**config.mk**
```make
export PLATFORM = sky130hd
export DESIGN_NAME = imem_loader
export DESIGN_NICKNAME = d
export VERILOG_FILES = /design/src/rtl/imem_loader.sv
export SDC_FILE = /design/constraint.sdc
export NUM_CORES = 1
export LEC_CHECK = 0
export CAP_MARGIN = 20
export CELL_PAD_IN_SITES_DETAIL_PLACEMENT = 0
export CELL_PAD_IN_SITES_GLOBAL_PLACEMENT = 1
export CORE_ASPECT_RATIO = 1.1
export CORE_MARGIN = 4
export CORE_UTILIZATION = 35
export DETAILED_ROUTE_END_ITERATION = 8
export GPL_ROUTABILITY_DRIVEN = 1
export PLACE_DENSITY_LB_ADDON = 0.1
export SLEW_MARGIN = 0
export SYNTH_ARGS = -nofsm -noshare
export SYNTH_HDL_FRONTEND = slang
export SYNTH_SLANG_ARGS = --single-unit
```
**constraint.sdc**
```tcl
create_clock -name clk -period 4.2 [get_ports clk]
set_input_delay 1.05 -clock clk [delete_from_list [all_inputs] [get_ports clk]]
set_output_delay 1.05 -clock clk [all_outputs]
set_load 0.02 [all_outputs]
```
**src/rtl/imem_loader.sv**
```systemverilog
// imem_loader: serial boot loader that assembles little-endian words from a byte stream into
// instruction memory and holds the core in PC reset until a frame completes. Checksum: LOADER_CHECKSUM_EN.
module imem_loader #(
  parameter int unsigned ADDR_W         = 8,
  parameter int unsigned TIMEOUT_CYCLES = 100000
) (
  input  logic              clk,
  input  logic              rst,
  input  logic [7:0]        rx_data,
  input  logic              rx_valid,
  output logic              rx_ready,
  output logic              imem_we,
  output logic [ADDR_W-1:0] imem_addr,
  output logic [31:0]       imem_wdata,
  output logic              core_hold,
  output logic              load_done,
  output logic              load_err,
  output logic [15:0]       words_loaded
);

  localparam int unsigned TO_W = (TIMEOUT_CYCLES > 1) ? $clog2(TIMEOUT_CYCLES) : 1;
  localparam logic [32:0] CAP  = 33'(1) << ADDR_W;

  typedef enum logic [2:0] {
    S_IDLE, S_CNT_LO, S_CNT_HI, S_DATA, S_CHECK, S_DONE, S_ERROR
  } state_e;

`ifdef LOADER_CHECKSUM_EN
  localparam state_e S_END = S_CHECK;
`else
  localparam state_e S_END = S_DONE;
`endif

  state_e              state_q, state_d;
  logic                rx_ready_q, rx_ready_d;
  logic                imem_we_q, imem_we_d;
  logic [ADDR_W-1:0]   imem_addr_q, imem_addr_d;
  logic [31:0]         imem_wdata_q, imem_wdata_d;
  logic                core_hold_q, core_hold_d;
  logic                load_done_q, load_done_d;
  logic                load_err_q, load_err_d;
  logic [15:0]         words_q, words_d;
  logic [7:0]          cnt_lo_q, cnt_lo_d;
  logic [15:0]         n_q, n_d;
  logic [15:0]         widx_q, widx_d;
  logic [1:0]          lane_q, lane_d;
  logic [23:0]         word_q, word_d;
  logic [TO_W-1:0]     idle_q, idle_d;
`ifdef LOADER_CHECKSUM_EN
  logic [7:0]          csum_q, csum_d;
`endif

  logic        accept_c, sync_start_c, timed_c, timeout_c, last_word_c;
  logic [15:0] n_c;

  assign accept_c     = rx_valid && rx_ready_q;
  assign sync_start_c = accept_c && (rx_data == 8'hA5) && (state_q == S_IDLE || state_q == S_DONE);
  assign timed_c      = (state_q == S_CNT_LO) || (state_q == S_CNT_HI) ||
                        (state_q == S_DATA)   || (state_q == S_CHECK);
  assign timeout_c    = (TIMEOUT_CYCLES != 0) && timed_c && !accept_c &&
                        (idle_q == TO_W'(TIMEOUT_CYCLES - 1));
  assign n_c          = {rx_data, cnt_lo_q};
  assign last_word_c  = (widx_q + 16'd1) == n_q;

  // State and all registered outputs
  always_ff @(posedge clk or negedge rst) begin
    if (!rst) begin
      state_q      <= S_IDLE;
      rx_ready_q   <= 1'b1;
      imem_we_q    <= 1'b0;
      imem_addr_q  <= '0;
      imem_wdata_q <= '0;
      core_hold_q  <= 1'b1;
      load_done_q  <= 1'b0;
      load_err_q   <= 1'b0;
      words_q      <= '0;
      cnt_lo_q     <= '0;
      n_q          <= '0;
      widx_q       <= '0;
      lane_q       <= '0;
      word_q       <= '0;
      idle_q       <= '0;
`ifdef LOADER_CHECKSUM_EN
      csum_q       <= '0;
`endif
    end else begin
      state_q      <= state_d;
      rx_ready_q   <= rx_ready_d;
      imem_we_q    <= imem_we_d;
      imem_addr_q  <= imem_addr_d;
      imem_wdata_q <= imem_wdata_d;
      core_hold_q  <= core_hold_d;
      load_done_q  <= load_done_d;
      load_err_q   <= load_err_d;
      words_q      <= words_d;
      cnt_lo_q     <= cnt_lo_d;
      n_q          <= n_d;
      widx_q       <= widx_d;
      lane_q       <= lane_d;
      word_q       <= word_d;
      idle_q       <= idle_d;
`ifdef LOADER_CHECKSUM_EN
      csum_q       <= csum_d;
`endif
    end
  end

  // Next-state logic; an idle timeout overrides everything in the framed states
  always_comb begin
    state_d = state_q;
    if (timeout_c) begin
      state_d = S_ERROR;
    end else begin
      case (state_q)
        S_IDLE, S_DONE: if (sync_start_c) state_d = S_CNT_LO;
        S_CNT_LO:       if (accept_c) state_d = S_CNT_HI;
        S_CNT_HI: begin
          if (accept_c) begin
            if (33'(n_c) > CAP)     state_d = S_ERROR;
            else if (n_c == 16'd0)  state_d = S_END;
            else                    state_d = S_DATA;
          end
        end
        S_DATA:         if (accept_c && lane_q == 2'd3 && last_word_c) state_d = S_END;
`ifdef LOADER_CHECKSUM_EN
        S_CHECK:        if (accept_c) state_d = (rx_data == csum_q) ? S_DONE : S_ERROR;
`endif
        S_ERROR:        state_d = S_IDLE;
        default:        state_d = S_IDLE;
      endcase
    end
  end

  // Datapath and output next values
  always_comb begin
    imem_we_d    = 1'b0;
    imem_addr_d  = imem_addr_q;
    imem_wdata_d = imem_wdata_q;
    load_done_d  = load_done_q;
    load_err_d   = load_err_q;
    words_d      = words_q;
    cnt_lo_d     = cnt_lo_q;
    n_d          = n_q;
    widx_d       = widx_q;
    lane_d       = lane_q;
    word_d       = word_q;
    idle_d       = (accept_c || !timed_c) ? '0 : idle_q + TO_W'(1);
`ifdef LOADER_CHECKSUM_EN
    csum_d       = csum_q;
`endif

    if (imem_we_q) words_d = words_q + 16'd1;

    if (sync_start_c) begin
      load_done_d = 1'b0;
      load_err_d  = 1'b0;
      words_d     = '0;
      widx_d      = '0;
      lane_d      = '0;
`ifdef LOADER_CHECKSUM_EN
      csum_d      = '0;
`endif
    end

    if (accept_c && state_q == S_CNT_LO) cnt_lo_d = rx_data;
    if (accept_c && state_q == S_CNT_HI) n_d = n_c;

    // Bytes shift in from the top so the 4th byte completes a little-endian word
    if (accept_c && state_q == S_DATA) begin
      word_d = {rx_data, word_q[23:8]};
      lane_d = lane_q + 2'd1;
`ifdef LOADER_CHECKSUM_EN
      csum_d = csum_q ^ rx_data;
`endif
      if (lane_q == 2'd3) begin
        imem_we_d    = 1'b1;
        imem_addr_d  = ADDR_W'(widx_q);
        imem_wdata_d = {rx_data, word_q};
        widx_d       = widx_q + 16'd1;
      end
    end

    if (state_d == S_DONE && state_q != S_DONE) load_done_d = 1'b1;
    if (state_d == S_ERROR) load_err_d = 1'b1;
  end

  assign core_hold_d = (state_d != S_DONE);
  assign rx_ready_d  = (state_d != S_ERROR) && !imem_we_d;

  assign rx_ready     = rx_ready_q;
  assign imem_we      = imem_we_q;
  assign imem_addr    = imem_addr_q;
  assign imem_wdata   = imem_wdata_q;
  assign core_hold    = core_hold_q;
  assign load_done    = load_done_q;
  assign load_err     = load_err_q;
  assign words_loaded = words_q;

endmodule

```
Word level (Yosys, flattened, before mapping)
Cells that the tools add are included.
- register bits: 147
- latch bits: 0
- RAM bits: 0
- ROM bits: 0
- bits of input ports: 11
- output and inout port bits: 61
- word-level logic and storage cells: 83
- memories kept: 0
- add/subtract/negate cells: 4
- multipliers: 0
- divide/modulo/power cells: 0
- order comparisons: 1
- equal/unequal tests: 14
- shift-type cells: 0
- mux-type cells: 21
- bitwise gates (word level): 0
- reduce and logical (&&, ||, !) cells: 28
- operators by type and width (cell ; count):
    $mux 16 ; 5
    $add 16x1->16 const B ; 2
    $mux 3 ; 7
    $add 17x1->17 const B ; 1
    $eq 17x17->1 const B ; 1
    $mux 17 ; 1
    $eq 16x16->1 ; 1
    $gt 16x9->1 const B ; 1
    $logic_not 16->1 ; 1
    $eq 3x3->1 const B ; 4
    $logic_and 1x1->1 ; 12
    $pmux 3 s4 ; 1
    $ne 3x3->1 const B ; 3
    $eq 8x8->1 const B ; 1
    $reduce_bool 2->1 ; 4
    $eq 3x2->1 const B ; 2
    $logic_or 1x1->1 ; 5
    $mux 1 ; 5
    $mux 2 ; 2
    $eq 3x1->1 const B ; 1
    $logic_not 1->1 ; 3
    $logic_not 3->1 ; 1
    $add 2x1->2 const B ; 1
    $eq 2x2->1 const B ; 1
    2 further kinds ; 2

Logic depth before layout (Yosys ltp)
Gate-level depths: netlist of the first run.
- depth in word-level cells: 10
- depth in mapped cells: 9
- depth with buffers taken out: 8

Worst setup path after synthesis of the first run
OpenSTA, ideal clock, no wires.
- path kind: in2reg
- from: in rx_data[1]
- to: reg widx_q[4]
- setup time: 135 ps
- arrival: 2773 ps
- required time: 4065 ps
- setup slack: 1293 ps
- stages: 8
- buffers on the path: 2
- cells stage by stage: or4_1 -> nor4_2 -> and2_1 -> buf_2 -> nor2_1 -> clkbuf_1 -> o21ai_0 -> o31ai_1
- word-level cells in the longest chain between the ends: 6
- ends and longest elaborated chain (element ; RTL line ; source):
    start, declared ; 9 ; input logic [7:0] rx_data,
    $eq 8x8->1 (*) ; 57 ; assign sync_start_c = accept_c && (rx_data == 8'hA5) && (state_q == S_IDLE || state_q == S_DONE);
    $logic_and 1x1->1 (*) (2 in a row) ; 57 ;
    $mux 16 (*) ; 154 ; if (sync_start_c) begin
    $mux 16 ; 175 ; if (lane_q == 2'd3) begin
    $mux 16 (*) ; 169 ; if (accept_c && state_q == S_DATA) begin
    net widx_d[4] ; 45 ; logic [15:0] widx_q, widx_d;
    end signal, assigned ; 98 ; widx_q <= widx_d;
    end, declared ; 45 ;
The timed path passes the listed nets; every way through them passes the cells marked *.
A chain may end at the register's enable or synchronous reset.

Final worst setup path of the first run
- from: in rx_valid
- to: reg load_done_q, in the netlist load_done
- word-level cells in the longest chain between the ends: 9
- elaborated cells between the ends (all ways): 18
- those cells by class: eq/ne (1); mux (7); reduce/logical (10)
- ends and longest elaborated chain (element ; RTL line ; source):
    start, declared ; 10 ; input logic rx_valid,
    $logic_and 1x1->1 (*) ; 56 ; assign accept_c = rx_valid && rx_ready_q;
    $logic_and 1x1->1 (on tied branches) (2 in a row) ; 124, 57 ;
    $mux 3 (on tied branches) ; 124, 115 ;
    $pmux 3 s4 ; 114 ; case (state_q)
    $mux 3 ; 111 ; if (timeout_c) begin
    $eq 3x3->1 ; 183 ; if (state_d == S_DONE && state_q != S_DONE) load_done_d = 1'b1;
    $logic_and 1x1->1 ; 183 ;
    $mux 1 / $reduce_bool 2->1 (equally long branches) ; -- ;
    end signal, assigned ; 93 ; load_done_q <= load_done_d;
    end, declared ; 40 ; logic load_done_q, load_done_d;
Mark *: on every way between the ends. The rest lies on a longest branch, timed or not.

==> qor.yml, run 1 <==
place:
  pre_cts_ws_ns: 0.580
  routabilityCongestion: 0.806
  dp_hpwl_um: 11100
  portBuffers: 71
sta:
  skew_ns: 0.00838
  max_freq_mhz: 313
  rsz0062_at_grt: "false"
  setup-tns-final_ns: 0
  period_share_pct: 76.2
  report.final.slew_viol_count: 0
  period_minus_slack_ns: 3.20
  final_hold_viol_count: 0
  worstMarginPinSlew_ns: 1.02
  worst_hold_slack_ns: 0.473
  slew_headroom_pct: 31.6
  fin_ws_ns: 1.00
  setup_viol: 0
pwr:
  p_per_area_nw_per_um2: 465
  ir_drop_mv: 0.324
  p_leak_uw: 0.00376
clocking:
  cts_setup_buffers: 0
  cts_tree: "done"
  clk_path_buf_depth: 2
  path_clk_slew_ns: 0.06
  cts_resized: 0
  cts_buffers: 17
  clock_sinks: 147
  cts_hold_buf: 0
  clk_latency_ns: 0.42
  htreeDepth: 4
  cts-root-buf: "clkbuf_16"
critical_path:
  crit_type: "in2reg"
  cp-start-kind: "input port"
  cp_num_cells: 8
  cp_max_fo: 5
  path_buf_inv: 1
  critPathArrivalTime_ns: 3.55
  cp-end-kind: "flip-flop"
  crit_chain: "clkdlybuf4s50_1 > and2_1 > nand2_1 > or4_1 > a2111oi_1 > o2111ai_1 > o31ai_2 > a22o_1"
  r2r_cells: 7
  critPathTopFamily: "compound AO/OA/AOI/OAI gates"
  slowest_stage: "or4_1"
  cp_slowest_stage_delay_ns: 0.53
  critPathRequiredTime_ns: 4.56
route:
  ant_nets: 0
  routed_wl_um: 16300
  drtIter0Drc: 296
  via_count: 5207
  wl_per_cell_um: 15.9
  drc: 0
  firstDrtPassIters: 4
  routed_via_density: 5.07
synth:
  post-synth-top-count-cell: "nand2_1"
  ys_seq_elements: 147
  synth_edf_count: 0
  syn_avg_cell_area_um2: 9.51
  synthXorXnorAreaFrac_pct: 5.85
  synth-simple-area-share_pct: 25.4
  synth_compound_area_share_pct: 6.35
  synthFlopType: "dfrtp_1"
  synth_adder_area_share_pct: 0.745
  yosysTopAreaCellShare_pct: 54.0
  synth_top_family_by_area: "simple AND/OR/NAND/NOR gates"
  yosys.cell_types.count: 58
  synth_common_cells: "nand2_1, dfrtp_1, nor2_1"
  syn-instance-count: 707
  synthTopCellsByArea: "dfrtp_1, nand2_1, mux2_2, xor2_1, nor2_1"
  yosysTopAreaCell: "dfrtp_1"
  synth.net_count: 722
  synth.area.mux_share_pct: 4.49
  yosys_warnings: 0
  ys_seq_area_share_pct: 54.8
  netlist_area_um2: 6720
  synth-async-reset-ratio_pct: 100
status:
  status: "finished clean"
floorplanning:
  start_util_pct: 36.1
  die_w_um: 140
  core_um2: 18600
  fp.dieArea_um2: 21500
  die_h_um: 153
  ios: 72
  rows: 52
flow_run:
  maxCapViolCount: 0
final_layout:
  drive_above_1_share_pct: 9.69
  multiInputGateArea_um2: 2880
  layout.nets: 788
  fill_cells: 1828
  area_growth_syn_to_layout_pct: 22.4
  ff_latch_area_um2: 3680
  antenna_cells: 0
global_route:
  antenna_found_initial: 0
  grt_pass1_vias: 5188
  grt_usage_pct: 15.9
  grt_pass1_wl_um: 27500
  grt-ovfl-total: 0
  grt_max_degree: 84
hold_path:
  min_path_type: "reg2reg"
  worstHoldPathCells: 2
[per-layer routing]
layer | routed length, um | vias to the layer above | track usage, % | share of wire [%]
li1 | - | 2512 | - | -
met1 | 7640 | 2577 | 21.7 | 47
met2 | 7790 | 93 | 25.0 | 48
met3 | 617 | 25 | 3.41 | 3.8
met4 | 298 | 0 | 5.68 | 1.8
met5 | 0 | - | 0 | 0
[through the flow]
stage	utilization [%]	cells	instance area, um2	total power, uW
floorplan	-	707	6720	2150
global placement	41.2	997	7670	2380
detailed placement	41.2	997	7670	2390
CTS	44.2	1027	8230	3890
global route	44.2	1027	8230	4030
finish	44.2	1027	8230	3830
[cell families after synthesis]
family	after synthesis
adder cells (fa/ha/maj)	4
AND/OR/NAND/NOR	379
flip-flops	147
AO/OA/AOI/OAI	67
buffers and inverters	39
XOR/XNOR	44
multiplexers	27
[area by class of cell]
class | instances | area share (%)
flip-flops and latches | 147 | 44.7
multi-input cells | 521 | 35.0
repair buffers | 80 | 9.47
clock buffers | 18 | 5.21
well taps | 243 | 3.69
clock inverters | 12 | 1.63
inverters | 6 | 0.274
[state kept, by name, summed over array words and instances (netlist names), 2 cells and up]
register,flops
lane_q,2
idle_q,17
imem_addr,8
n_q,16
imem_wdata,32
words_loaded,16
widx_q,16
state_q,3
word_q,24
cnt_lo_q,8
[worst reg2reg max path, delay by kind of cell (launching register included)]
family | cells | cell delay, ns
compound gates | 4 | 1.13
flops | 1 | 0.50
simple gates | 2 | 0.81
fa+ha+maj | 1 | 0.37
[report_power, final]
group / leakage [uW] / internal, uW / switching [uW]
sequential: 0.00194 / 1580 / 165
combinational: 0.00155 / 309 / 298
clock: 0.000272 / 870 / 604
[path summary, 6_finish.rpt]
| kind | slack, ns | endpoint | start |
|---|---|---|---|
| setup / recovery | 1.00 | load_done | rx_valid |
| hold / removal | 0.47 | imem_addr[6] | imem_addr[6] |
| setup reg to reg | 1.33 | load_done | widx_q[0] |
| hold reg to reg | 0.47 | imem_addr[6] | imem_addr[6] |
| max in group asynchronous | 2.69 | widx_q[10] | rst |
| min in group asynchronous | 0.66 | idle_q[9] | rst |
[placed cells by master (no fill, tap or decap), drive strengths merged, types with 3 or more instances in the layout]
cell type / instances
nand2: 231
dfrtp: 145
clkdlybuf4s50: 70
nor2: 50
o21ai: 30
xor2: 28
mux2: 25
nand3: 20
clkbuf: 18
xnor2: 16
nand4: 14
buf: 10
o31ai: 9
inv: 8
nor3: 7
a21oi: 7
or3: 7
nor4: 7
nor2b: 6
and3: 6
clkinv: 6
nand2b: 5
and2: 4
and4: 4
a31oi: 4
ha: 4
nand3b: 3
a21boi: 3
nor3b: 3
or4: 3
No activity file was read; power rests on OpenSTA's default activity.
==> inputs of run 2 (changes only) <==
Clock period 4.2 ns to 2.56 ns, I/O delays scaled along.
==> qor.yml, run 2 (synthesis results as in run 1) <==
status:
  status: "finished clean"
pwr:
  ir_drop_mv: 0.446
  p_leak_uw: 0.00395
  p_per_area_nw_per_um2: 740
place:
  portBuffers: 71
  routabilityCongestion: 0.759
  dp_hpwl_um: 11600
  place_area_um2: 7930
  pre_cts_ws_ns: -0.538
  placedCellCount: 1028
route:
  via_count: 5342
  wl_per_cell_um: 15.7
  firstDrtPassIters: 6
  routed_wl_um: 16700
  ant_nets: 0
  drtIter0Drc: 362
  routed_via_density: 5.04
  drc: 0
final_layout:
  final_common_cell: "nand2_1"
  layout_common_cells: "nand2_1, dfrtp_1, clkdlybuf4s50_1"
  fin_util_pct: 45.9
  drive_above_1_share_pct: 14.3
  stdcell_area_um2: 8540
  largest_register_ffs: 32
  fin_cells: 1060
  antenna_cells: 0
  fill_cells: 1862
  area_growth_syn_to_layout_pct: 27.1
  ff_latch_area_um2: 3680
  layout.nets: 819
  multiInputGateArea_um2: 2930
clocking:
  clk_latency_ns: 0.43
  htreeDepth: 4
  cts_buffers: 17
  cts_tree: "done"
  clk_path_buf_depth: 2
  path_clk_slew_ns: 0.06
  cts-root-buf: "clkbuf_16"
  clock_sinks: 147
global_route:
  grt_max_degree: 60
  grt_usage_pct: 16.0
  grt_pass1_wl_um: 27900
  antenna_found_initial: 0
  grt-ovfl-total: 0
  grt_pass1_vias: 5381
sta:
  period_minus_slack_ns: 2.49
  setup-tns-final_ns: 0
  report.final.slew_viol_count: 0
  max_freq_mhz: 401
  fin_ws_ns: 0.0662
  slew_headroom_pct: 55.9
  worstMarginPinSlew_ns: 0.653
  final_hold_viol_count: 0
  setup_viol: 0
  period_share_pct: 97.4
  skew_ns: 0.0176
floorplanning:
  fp.dieArea_um2: 21500
  ios: 72
  core_um2: 18600
  start_util_pct: 36.1
  die_h_um: 153
  die_w_um: 140
  rows: 52
critical_path:
  critPathRequiredTime_ns: 2.87
  cpMostUsedCell: "nand2_1"
  crit_chain: "clkdlybuf4s50_1 > or4_4 > or3_1 > nor3b_1 > o31ai_1 > nand2_1 > nand2_1 > a21o_1"
  cp-end-kind: "flip-flop"
  critPathArrivalTime_ns: 2.80
  slowest_stage: "or4_4"
  crit_type: "in2reg"
  cp-start-kind: "input port"
  cp_slowest_stage_delay_ns: 0.60
  cp_max_fo: 4
flow_run:
  maxCapViolCount: 0
hold_path:
  min_path_type: "in2async"
[run 2: cell count changes in the layout (fill, tap and decap cells not counted), moves of 2 or more]
cell | before | now
buf_12 | 0 | 2
buf_4 | 9 | 38
bufinv_16 | 2 | 0
clkinv_2 | 3 | 0
inv_6 | 2 | 5
inv_8 | 0 | 4
or4_1 | 2 | 0
or4_4 | 1 | 3
[run 2: worst max-delay path, delay by kind of cell]
kind	cells	cell delay, ns
AO/OA/AOI/OAI	2	0.28
AND/OR/NAND/NOR	5	1.45
buffers and inverters	1	0.43
[run 2: worst paths after layout]
kind                       cells past startpoint  startpoint       endpoint  slack (ns)
max in group asynchronous                      2         rst       rx_ready        1.67
min in group clk                               2   word_q[2]  imem_wdata[2]        0.47
setup / recovery                               8  rx_data[1]       load_err        0.07
setup reg to reg                               8   widx_q[4]      load_done        0.16
hold reg to reg                                2   word_q[2]  imem_wdata[2]        0.47
hold / removal                                 1         rst     idle_q[11]        0.19
[run 2: what timing repair did]
item / CTS / global route
setup endpoints to repair: 3 / 15
hold buffers: 0 / 0
resized for setup: 5 / 5
setup buffers: 0 / 0
pin swaps: 2 / 3
[run 2: final cells by class]
type | instances | area share [%]
clock inverters | 15 | 1.63
repair buffers | 111 | 12.1
clock buffers | 17 | 4.98
well taps | 243 | 3.56
multi-input cells | 521 | 34.3
inverters | 6 | 0.264
flip-flops and latches | 147 | 43.1
[run 2: power breakdown]
group	leakage [uW]	internal, uW	switching (uW)
clock network	0.000273	1290	1100
registers	0.00194	2600	262
logic	0.00173	549	532
[run 2: metrics by stage]
step,hold slack [ns],power (uW)
after global routing,0.220,6670
after global placement,0.452,3950
final,0.186,6320
after detailed placement,0.454,3970
after floorplan,0.344,3530
after CTS,0.197,6400
[run 2: layer usage]
layer  up-vias  wire length, um  global-route usage [%]
li1       2582                -                       -
met1      2639             7980                    22.3
met2       106             7940                    25.1
met3        15              554                    3.22
met4         0              186                    5.12
met5         -                0                       0
==> inputs of run 3 (changes only) <==
Settings changed: DONT_BUFFER_PORTS set to 1, RECOVER_POWER set to 50.
Clock period 2.56 ns to 2.4 ns, I/O delays scaled along.
==> qor.yml, run 3 (synthesis results as in run 1) <==
clocking:
  clk_latency_ns: 0.42
  clk_path_buf_depth: 2
  path_clk_slew_ns: 0.06
  cts_tree: "done"
  cts_buffers: 17
  htreeDepth: 4
  cts-root-buf: "clkbuf_16"
  clock_sinks: 147
floorplanning:
  die_h_um: 153
  ios: 72
  fp.dieArea_um2: 21500
  die_w_um: 140
  start_util_pct: 36.1
  rows: 52
  core_um2: 18600
route:
  routed_via_density: 5.03
  firstDrtPassIters: 5
  routed_wl_um: 16600
  wl_per_cell_um: 16.8
  drc: 0
  ant_nets: 0
  via_count: 4979
  drtIter0Drc: 264
final_layout:
  layout_common_cells: "nand2_1, dfrtp_1, nor2_1"
  stdcell_area_um2: 7880
  multiInputGateArea_um2: 2970
  area_growth_syn_to_layout_pct: 17.3
  layout.nets: 748
  largest_register_ffs: 32
  drive_above_1_share_pct: 16.1
  final_common_cell: "nand2_1"
  ff_latch_area_um2: 3680
  fill_cells: 1875
  antenna_cells: 0
sta:
  fin_ws_ns: 0.131
  setup_viol: 0
  period_minus_slack_ns: 2.27
  setup-tns-final_ns: 0
  skew_ns: 0.00853
  period_share_pct: 94.5
  worstMarginPinSlew_ns: 0.729
  max_freq_mhz: 441
  final_hold_viol_count: 145
  worst_hold_slack_ns: -0.124
  slew_headroom_pct: 51.4
  report.final.slew_viol_count: 0
flow_run:
  maxCapViolCount: 0
global_route:
  grt_usage_pct: 16.1
  antenna_found_initial: 0
  grt_max_degree: 148
  grt_pass1_wl_um: 27600
  grt-ovfl-total: 0
  grt_pass1_vias: 5021
critical_path:
  slowest_stage: "or4_4"
  critPathLaunch: "widx_q[0]"
  reg2reg_setup_slack_ns: 0.13
  critPathRequiredTime_ns: 2.75
  critPathArrivalTime_ns: 2.62
  cp-end-kind: "flip-flop"
  cp_max_fo: 3
  crit_chain: "ha_4 > xor2_1 > or4_4 > a2111oi_4 > o2111ai_2 > o31ai_4 > nand2b_4"
  crit_type: "reg2reg"
  r2r_cells: 7
  r2r_end: "state_q[2]"
  cp-start-kind: "flip-flop"
  rr_startpoint: "widx_q[0]"
  crit_path_end: "state_q[2]"
  cp_slowest_stage_delay_ns: 0.53
place:
  pre_cts_ws_ns: -0.146
  place_area_um2: 7140
  routabilityCongestion: 0.854
  portBuffers: 0
  dp_hpwl_um: 10800
status:
  violations: "negative hold slack"
  status: "finished with violations"
pwr:
  finalPower_uw: 6720
  ir_drop_mv: 0.466
  p_per_area_nw_per_um2: 853
  p_leak_uw: 0.00369
hold_path:
  min_path_type: "in2async"
-- run 3: cell count changes in the layout (fill, tap and decap cells not counted), sizes merged --
cell / previous run / this run
buf: 41 / 39
bufinv: 0 / 1
clkbuf: 17 / 18
clkdlybuf4s50: 70 / 0
clkinvlp: 2 / 1
-- run 3: how the worst min path moves through the flow --
stage | to | slack [ns] | cells past startpoint
floorplan | cnt_lo_q[0] | 0.30 | 0
global placement | idle_q[13] | 0.31 | 0
detailed placement | idle_q[14] | 0.31 | 0
CTS | imem_wdata[14] | -0.15 | 0
global route | idle_q[14] | -0.16 | 0
finish | idle_q[14] | -0.12 | 0
-- run 3: routing by layer --
layer,global-route usage (%),share of wire (%),vias to the layer above
li1,-,-,2423
met4,3.60,0.61,0
met1,22.2,48,2457
met2,24.5,47,93
met5,0,0,-
met3,5.44,4.8,6
-- run 3: repair_timing --
item,in CTS,in global routing
hold endpoints to repair,145,145
setup buffers,0,7
cloned,0,0
gates resized for setup,4,16
endpoints found under the setup margin,3,3
pin swaps,3,7
-- run 3: critical path, delay by kind of cell, from the launching register on --
| kind | cells | cell delay, ns |
|---|---|---|
| xor gates and xnor gates | 1 | 0.15 |
| and+or+nand+nor | 2 | 0.69 |
| DFF | 1 | 0.42 |
| adders and majority gates | 1 | 0.26 |
| AOI/OAI and AO/OA | 3 | 0.68 |
-- run 3: metrics by stage --
stage	cells	util, %
after floorplan	707	-
after global placement	949	38.4
after detailed placement	949	38.4
after CTS	981	41.7
after global routing	989	42.4
final	989	42.4
-- run 3: power by group --
| part | switching, uW | total (uW) | leakage, uW | internal, uW |
|---|---|---|---|---|
| Combinational | 450 | 950 | 0.00147 | 500 |
| Clock | 1170 | 2650 | 0.000289 | 1480 |
| Sequential | 354 | 3120 | 0.00193 | 2770 |
-- run 3: cell type report --
class	instances	area share, %
inverter	6	0.286
multi-input combinational	521	37.7
sequential	147	46.7
clock inverter	15	2.05
tap	243	3.86
timing repair buffer	40	3.95
clock buffer	17	5.40
